==> config.mk <==
export PLATFORM = sky130hd
export DESIGN_NAME = seven_segment_decoder
export DESIGN_NICKNAME = d
export VERILOG_FILES = /design/src/rtl/seven_segment_pkg.sv /design/src/rtl/seven_segment_stability_filter.sv /design/src/rtl/seven_segment_decoder.sv
export SDC_FILE = /design/constraint.sdc
export NUM_CORES = 1
export LEC_CHECK = 0
export CAP_MARGIN = 20
export CORE_MARGIN = 5
export CORE_UTILIZATION = 35
export DETAILED_ROUTE_END_ITERATION = 10
export PLACE_DENSITY = 0.63
export SYNTH_ARGS = -nofsm -noshare
export SYNTH_HDL_FRONTEND = slang
export SYNTH_SLANG_ARGS = --single-unit
==> constraint.sdc <==
create_clock -name clock -period 5.3 [get_ports clock]
set_input_delay 1.325 -clock clock [delete_from_list [all_inputs] [get_ports clock]]
set_output_delay 1.325 -clock clock [all_outputs]
set_load 0.005 [all_outputs]
==> src/rtl/seven_segment_pkg.sv <==
// Shared seven-segment definitions: segment bit positions, the hex glyph table and
// the reverse lookup used by the decoder.
package seven_segment_pkg;

  localparam int unsigned SEG_A  = 0;
  localparam int unsigned SEG_B  = 1;
  localparam int unsigned SEG_C  = 2;
  localparam int unsigned SEG_D  = 3;
  localparam int unsigned SEG_E  = 4;
  localparam int unsigned SEG_F  = 5;
  localparam int unsigned SEG_G  = 6;
  localparam int unsigned SEG_DP = 7;

  // Active-high glyphs, bit0 = a ... bit6 = g, indexed by nibble value.
  localparam logic [6:0] HEX_TO_SEG [16] = '{
    7'h3F, 7'h06, 7'h5B, 7'h4F, 7'h66, 7'h6D, 7'h7D, 7'h07,
    7'h7F, 7'h6F, 7'h77, 7'h7C, 7'h39, 7'h5E, 7'h79, 7'h71
  };

  typedef struct packed {
    logic       valid;
    logic [3:0] nibble;
  } hex_dec_t;

  // Unknown glyphs return valid = 0 with a zero nibble.
  function automatic hex_dec_t segment_to_hex(input logic [6:0] seg);
    hex_dec_t res;
    res = '0;
    for (int i = 0; i < 16; i++) begin
      if (seg == HEX_TO_SEG[i]) begin
        res.valid  = 1'b1;
        res.nibble = 4'(i);
      end
    end
    return res;
  endfunction

endpackage

==> src/rtl/seven_segment_stability_filter.sv <==
// Samples the scan buses once and strobes when the sample has dwelt unchanged long
// enough to be trusted; one strobe per dwell.
module seven_segment_stability_filter #(
  parameter int unsigned DIGITS        = 4,
  parameter int unsigned STABLE_CYCLES = 4
) (
  input  logic              clock,
  input  logic              reset,
  input  logic [7:0]        segment_n_i,
  input  logic [DIGITS-1:0] digit_n_i,
  output logic [7:0]        segment_n_o,
  output logic [DIGITS-1:0] digit_n_o,
  output logic              stable_o
);

  localparam int unsigned CntW = $clog2(STABLE_CYCLES + 1);
  localparam logic [CntW-1:0] CntMax = CntW'(STABLE_CYCLES);
  localparam logic [CntW-1:0] CntHit = CntW'(STABLE_CYCLES - 1);

  logic [7:0]        seg_q;
  logic [DIGITS-1:0] dig_q;
  logic [CntW-1:0]   cnt_q, cnt_d;

  // The incoming value becomes the new sample on this edge, so comparing it with the
  // current sample is the new-vs-previous sample comparison.
  always_comb begin
    cnt_d = cnt_q;
    if ((segment_n_i != seg_q) || (digit_n_i != dig_q)) begin
      cnt_d = '0;
    end else if (cnt_q != CntMax) begin
      cnt_d = cnt_q + CntW'(1);
    end
  end

  always_ff @(posedge clock) begin
    if (reset) begin
      seg_q <= '0;
      dig_q <= '0;
      cnt_q <= '0;
    end else begin
      seg_q <= segment_n_i;
      dig_q <= digit_n_i;
      cnt_q <= cnt_d;
    end
  end

  assign segment_n_o = seg_q;
  assign digit_n_o   = dig_q;
  assign stable_o    = (cnt_q == CntHit);

endmodule

==> src/rtl/seven_segment_decoder.sv <==
// Receive side of the multiplexed seven-segment link: filters the scan, decodes each
// digit back to a nibble + dp and publishes a frame once every digit has been seen.
module seven_segment_decoder
  import seven_segment_pkg::*;
#(
  parameter int unsigned DIGITS        = 4,
  parameter int unsigned STABLE_CYCLES = 4,
  parameter int unsigned TIMEOUT_WIDTH = 20
) (
  input  logic                  clock,
  input  logic                  reset,
  input  logic [7:0]            segmentEnableN,
  input  logic [DIGITS-1:0]     digitEnableN,
  output logic [4*DIGITS-1:0]   data,
  output logic [DIGITS-1:0]     pointEnable,
  output logic                  frame_valid,
  output logic                  frame_error,
  output logic                  pattern_error,
  output logic                  overlap_error,
  output logic                  active
);

  localparam int unsigned IdxW = (DIGITS > 1) ? $clog2(DIGITS) : 1;

  logic [7:0]        seg_s;
  logic [DIGITS-1:0] dig_s;
  logic              stable;

  seven_segment_stability_filter #(
    .DIGITS       (DIGITS),
    .STABLE_CYCLES(STABLE_CYCLES)
  ) u_filter (
    .clock      (clock),
    .reset      (reset),
    .segment_n_i(segmentEnableN),
    .digit_n_i  (digitEnableN),
    .segment_n_o(seg_s),
    .digit_n_o  (dig_s),
    .stable_o   (stable)
  );

  logic [DIGITS-1:0] dig_on;
  logic              one_hot, multi_hot, capture;
  logic [IdxW-1:0]   idx;
  logic [6:0]        lit;
  hex_dec_t          dec;
  logic              dp;

  always_comb begin
    dig_on    = ~dig_s;
    one_hot   = (dig_on != '0) && ((dig_on & (dig_on - DIGITS'(1))) == '0);
    multi_hot = (dig_on != '0) && !one_hot;
    idx       = '0;
    for (int i = 0; i < DIGITS; i++) begin
      if (dig_on[i]) idx = IdxW'(i);
    end
    lit = ~{seg_s[SEG_G], seg_s[SEG_F], seg_s[SEG_E], seg_s[SEG_D],
            seg_s[SEG_C], seg_s[SEG_B], seg_s[SEG_A]};
    dec = segment_to_hex(lit);
    dp  = ~seg_s[SEG_DP];
  end

  assign capture = stable && one_hot;

  logic [4*DIGITS-1:0]    stage_nib_q, stage_nib_d;
  logic [DIGITS-1:0]      stage_dp_q, stage_dp_d;
  logic [DIGITS-1:0]      stage_err_q, stage_err_d;
  logic [DIGITS-1:0]      seen_q, seen_d;
  logic [4*DIGITS-1:0]    data_q, data_d;
  logic [DIGITS-1:0]      point_q, point_d;
  logic                   ferr_q, ferr_d;
  logic                   fvalid_q, fvalid_d;
  logic                   perr_q, perr_d;
  logic                   oerr_q, oerr_d;
  logic [TIMEOUT_WIDTH-1:0] idle_q, idle_d;
  logic                   expired_q, expired_d;
  logic                   ever_q, ever_d;

  always_comb begin
    stage_nib_d = stage_nib_q;
    stage_dp_d  = stage_dp_q;
    stage_err_d = stage_err_q;
    seen_d      = seen_q;
    data_d      = data_q;
    point_d     = point_q;
    ferr_d      = ferr_q;
    fvalid_d    = 1'b0;
    perr_d      = 1'b0;
    oerr_d      = stable && multi_hot;

    if (capture) begin
      stage_nib_d[4*idx +: 4] = dec.valid ? dec.nibble : 4'h0;
      stage_dp_d[idx]         = dp;
      stage_err_d[idx]        = !dec.valid;
      seen_d[idx]             = 1'b1;
      perr_d                  = !dec.valid;
      // The completing digit is folded in via the _d copies before publishing.
      if (&seen_d) begin
        data_d      = stage_nib_d;
        point_d     = stage_dp_d;
        ferr_d      = |stage_err_d;
        fvalid_d    = 1'b1;
        seen_d      = '0;
        stage_err_d = '0;
      end
    end
  end

  // Idle counter saturates at all-ones; the extra expired flag marks the 2^W-th cycle.
  always_comb begin
    idle_d    = idle_q;
    expired_d = expired_q;
    ever_d    = ever_q;
    if (capture) begin
      idle_d    = '0;
      expired_d = 1'b0;
      ever_d    = 1'b1;
    end else if (&idle_q) begin
      expired_d = 1'b1;
    end else begin
      idle_d = idle_q + TIMEOUT_WIDTH'(1);
    end
  end

  always_ff @(posedge clock) begin
    if (reset) begin
      stage_nib_q <= '0;
      stage_dp_q  <= '0;
      stage_err_q <= '0;
      seen_q      <= '0;
      data_q      <= '0;
      point_q     <= '0;
      ferr_q      <= 1'b0;
      fvalid_q    <= 1'b0;
      perr_q      <= 1'b0;
      oerr_q      <= 1'b0;
      idle_q      <= '0;
      expired_q   <= 1'b0;
      ever_q      <= 1'b0;
    end else begin
      stage_nib_q <= stage_nib_d;
      stage_dp_q  <= stage_dp_d;
      stage_err_q <= stage_err_d;
      seen_q      <= seen_d;
      data_q      <= data_d;
      point_q     <= point_d;
      ferr_q      <= ferr_d;
      fvalid_q    <= fvalid_d;
      perr_q      <= perr_d;
      oerr_q      <= oerr_d;
      idle_q      <= idle_d;
      expired_q   <= expired_d;
      ever_q      <= ever_d;
    end
  end

  assign data          = data_q;
  assign pointEnable   = point_q;
  assign frame_valid   = fvalid_q;
  assign frame_error   = ferr_q;
  assign pattern_error = perr_q;
  assign overlap_error = oerr_q;
  assign active        = ever_q && !expired_q;

endmodule

==> flow_summary.toml <==
[finish]
seqCellArea_mm2 = 0.00178
fin_nets = 544
multi_input_area_mm2 = 0.00230
num-fill-cells = 1195
num_antenna_cells = 0
syn2layout_area_growth_pct = 18.1
layout-drive-gt1-share = 0.0678
postLayoutCoreUtil = 0.424
final_common_cell = "dfxtp_1"
final_cell_mix = "dfxtp_1 (89), nor2_1 (50), clkdlybuf4s50_1 (37)"

[place]
port-buffer-count = 38
hpwlAfterDp_um = 7690
gp_congestion = 0.838

[routing]
drtAntennaViolNets = 0
via_count = 3845
dr.pass1.iters = 5
post-route-drc-count = 0
routed_wl_um = 11200
viasPerCell = 5.50
drt_iter0_drc = 331
wl_per_cell_um = 16.0

[clock_tree]
worstSkewPairLatency_ps = 350
ctsHoldBuffers = 0
clk_pin_slew_ps = 70
cts_tree = "yes"
cts_made_buffers = 9
clk_path_buf_depth = 2
htreeDepth = 3
clock-sinks = 89
cts_setup_buffers = 0
ctsResizeCount = 0
clockRootBuffer = "clkbuf_16"

[die]
die_area_mm2 = 0.0147
die_h_um = 121
rows = 40
die_w_um = 121
core_mm2 = 0.0121
ioPinCount = 39
start_util = 0.359

[timing]
slew_headroom = 0.265
skew_ps = 7.77
totalNegativeSetupSlack_ps = 0
fin_crit_sh = 0.546
rsz0062_at_grt = "no"
finalMaxSlewViolations = 0
hold_viol = 0
tightestPinTransition_ps = 1090
max_freq_mhz = 345
setup_violations = 0
layout_min_cycle_time_ps = 2900

[yosys]
synth_flop_cell = "dfxtp_1"
synth-edff-count = 0
yosysTopAreaCellShare = 0.411
synth_mux_area_frac = 0.00462
synth_top_family_by_area = "simple AND/OR/NAND/NOR gates"
synth-simple-area-share = 0.230
async_reset_ff_frac = 0
yosys_warnings = 0
synth.largest_area_cell = "dfxtp_1"
synth_compound_area_frac = 0.226
synthAdderAreaFrac = 0.0139
synthXorXnorAreaFrac = 0.0566
ys_seq_area_frac = 0.411
netlist_top_cells_area = "dfxtp_1 (41%), a211oi_1 (4.3%), nor2_1 (4.3%)"
netlist-cell-type-count = 55
synth.net_count = 527
ys_ff_latch = 89
synth_cells = 509
syn_area_mm2 = 0.00433
avgSynthCellArea_um2 = 8.51

[global_route]
grt_pass1_vias = 3636
grtUsageTotal = 0.156
use_met2 = 0.250
grt_use_met1 = 0.207
grt_use_met3 = 0.0382
antenna_found_initial = 0
grt_max_degree = 57
overflow = 0
grt-busiest-layer = "met2"
grt_pass1_wl_um = 18400

[critical_path]
crit_cells = 5
cp-end-kind = "flop"
critPathLaunchType = "flop"
critPathMaxFanout = 21
path_cells = "nor2b_1 -> o21ai_0 -> a21o_1 -> nor2_2 -> a311oi_2"
cpMaxStageDelayCell = "dfxtp_1"
ff2ff_path_depth = 5
crit_type = "reg -> reg"
cp.required_ps = 5500
slowest_delay_ps = 760
crit_family = "simple AND/OR/NAND/NOR gates"
critical_path_buf_inv_count = 0
worstPathArrival_ps = 3090

[worst_hold_path]
hp-class = "reg -> reg"
hold_path_depth = 2

[power_and_ir_drop]
p_leak_nw = 1.64
p_per_area_mw_per_mm2 = 290
vdd_drop_max_uv = 145

[outcome]
status = "finished, final reports clean"

[job]
drv_cap = 0
flip-flops by register name (all words and copies together) (netlist names):
name / flops
pointEnable: 4
expired_q: 1
frame_valid: 1
stage_nib_q: 16
ever_q: 1
pattern_error: 1
frame_error: 1
data: 16
stage_dp_q: 4
u_filter.digit_n_o: 4
idle_q: 20
seen_q: 4
overlap_error: 1
stage_err_q: 4
u_filter.segment_n_o: 8
u_filter.cnt_q: 3
worst paths after layout:
check | start | endpoint | slack [ps]
min reg2reg | ever_q | ever_q | 470
max | u_filter.digit_n_o[3] | frame_error | 2400
min | ever_q | ever_q | 470
max reg2reg | u_filter.digit_n_o[3] | frame_error | 2400
kinds of logic after synthesis:
family                     Yosys count
buffers and inverters               59
and+or+nand+nor                    183
xor gates and xnor gates            28
DFF                                 89
muxes                                2
AOI/OAI and AO/OA                  143
adders and majority gates            5
cells in the mapped netlist (all sizes together), types with 4 or more instances:
| library cell | count |
|---|---|
| and3 | 5 |
| ha | 4 |
| or2 | 4 |
| a211oi | 25 |
| or3 | 5 |
| xnor2 | 18 |
| a21oi | 31 |
| a311oi | 5 |
| buf | 17 |
| o21a | 4 |
| nand4 | 8 |
| nand3 | 19 |
| o21ai | 24 |
| and3b | 6 |
| nor2 | 51 |
| dfxtp | 89 |
| o211ai | 11 |
| xor2 | 10 |
| o32ai | 8 |
| nor2b | 17 |
| nand2b | 7 |
| nor4 | 7 |
| inv | 22 |
| clkbuf | 20 |
| nand2 | 27 |
| a31oi | 7 |
| o2111ai | 15 |
| nor3 | 17 |
routing by layer:
metal | share of wire | up-vias
met5 | 0 | -
met4 | 0.014 | 0
met3 | 0.052 | 13
met2 | 0.47 | 93
met1 | 0.47 | 1839
li1 | - | 1900
metrics by stage:
stage	hold slack [ps]	setup slack, ps	power, mW	area (um2)	cells
after detailed placement	459	2380	0.796	4780	682
final	471	2400	1.49	5120	699
after CTS	468	2450	1.49	5110	698
after floorplan	432	3050	0.768	4330	509
after global routing	493	2140	1.54	5120	699
after global placement	445	2420	0.794	4780	682
cell type report:
class	count	share of cell area
repair buffers	43	0.0807
clock inverters	7	0.0198
inverters	22	0.0161
flip-flops and latches	89	0.348
multi-input cells	361	0.450
clock buffers	9	0.0440
well taps	168	0.0411
power by group:
group,internal (mW),switching (mW)
Combinational,0.0347,0.0526
Clock,0.419,0.286
Sequential,0.675,0.0190
Total,1.13,0.357
tightest hold or removal path, delay by kind of cell, from the launching register on:
| family | cells | cell delay (ps) |
|---|---|---|
| DFF | 1 | 320 |
| and+or+nand+nor | 2 | 120 |
Note: power is estimated with default switching activity, not from simulation.
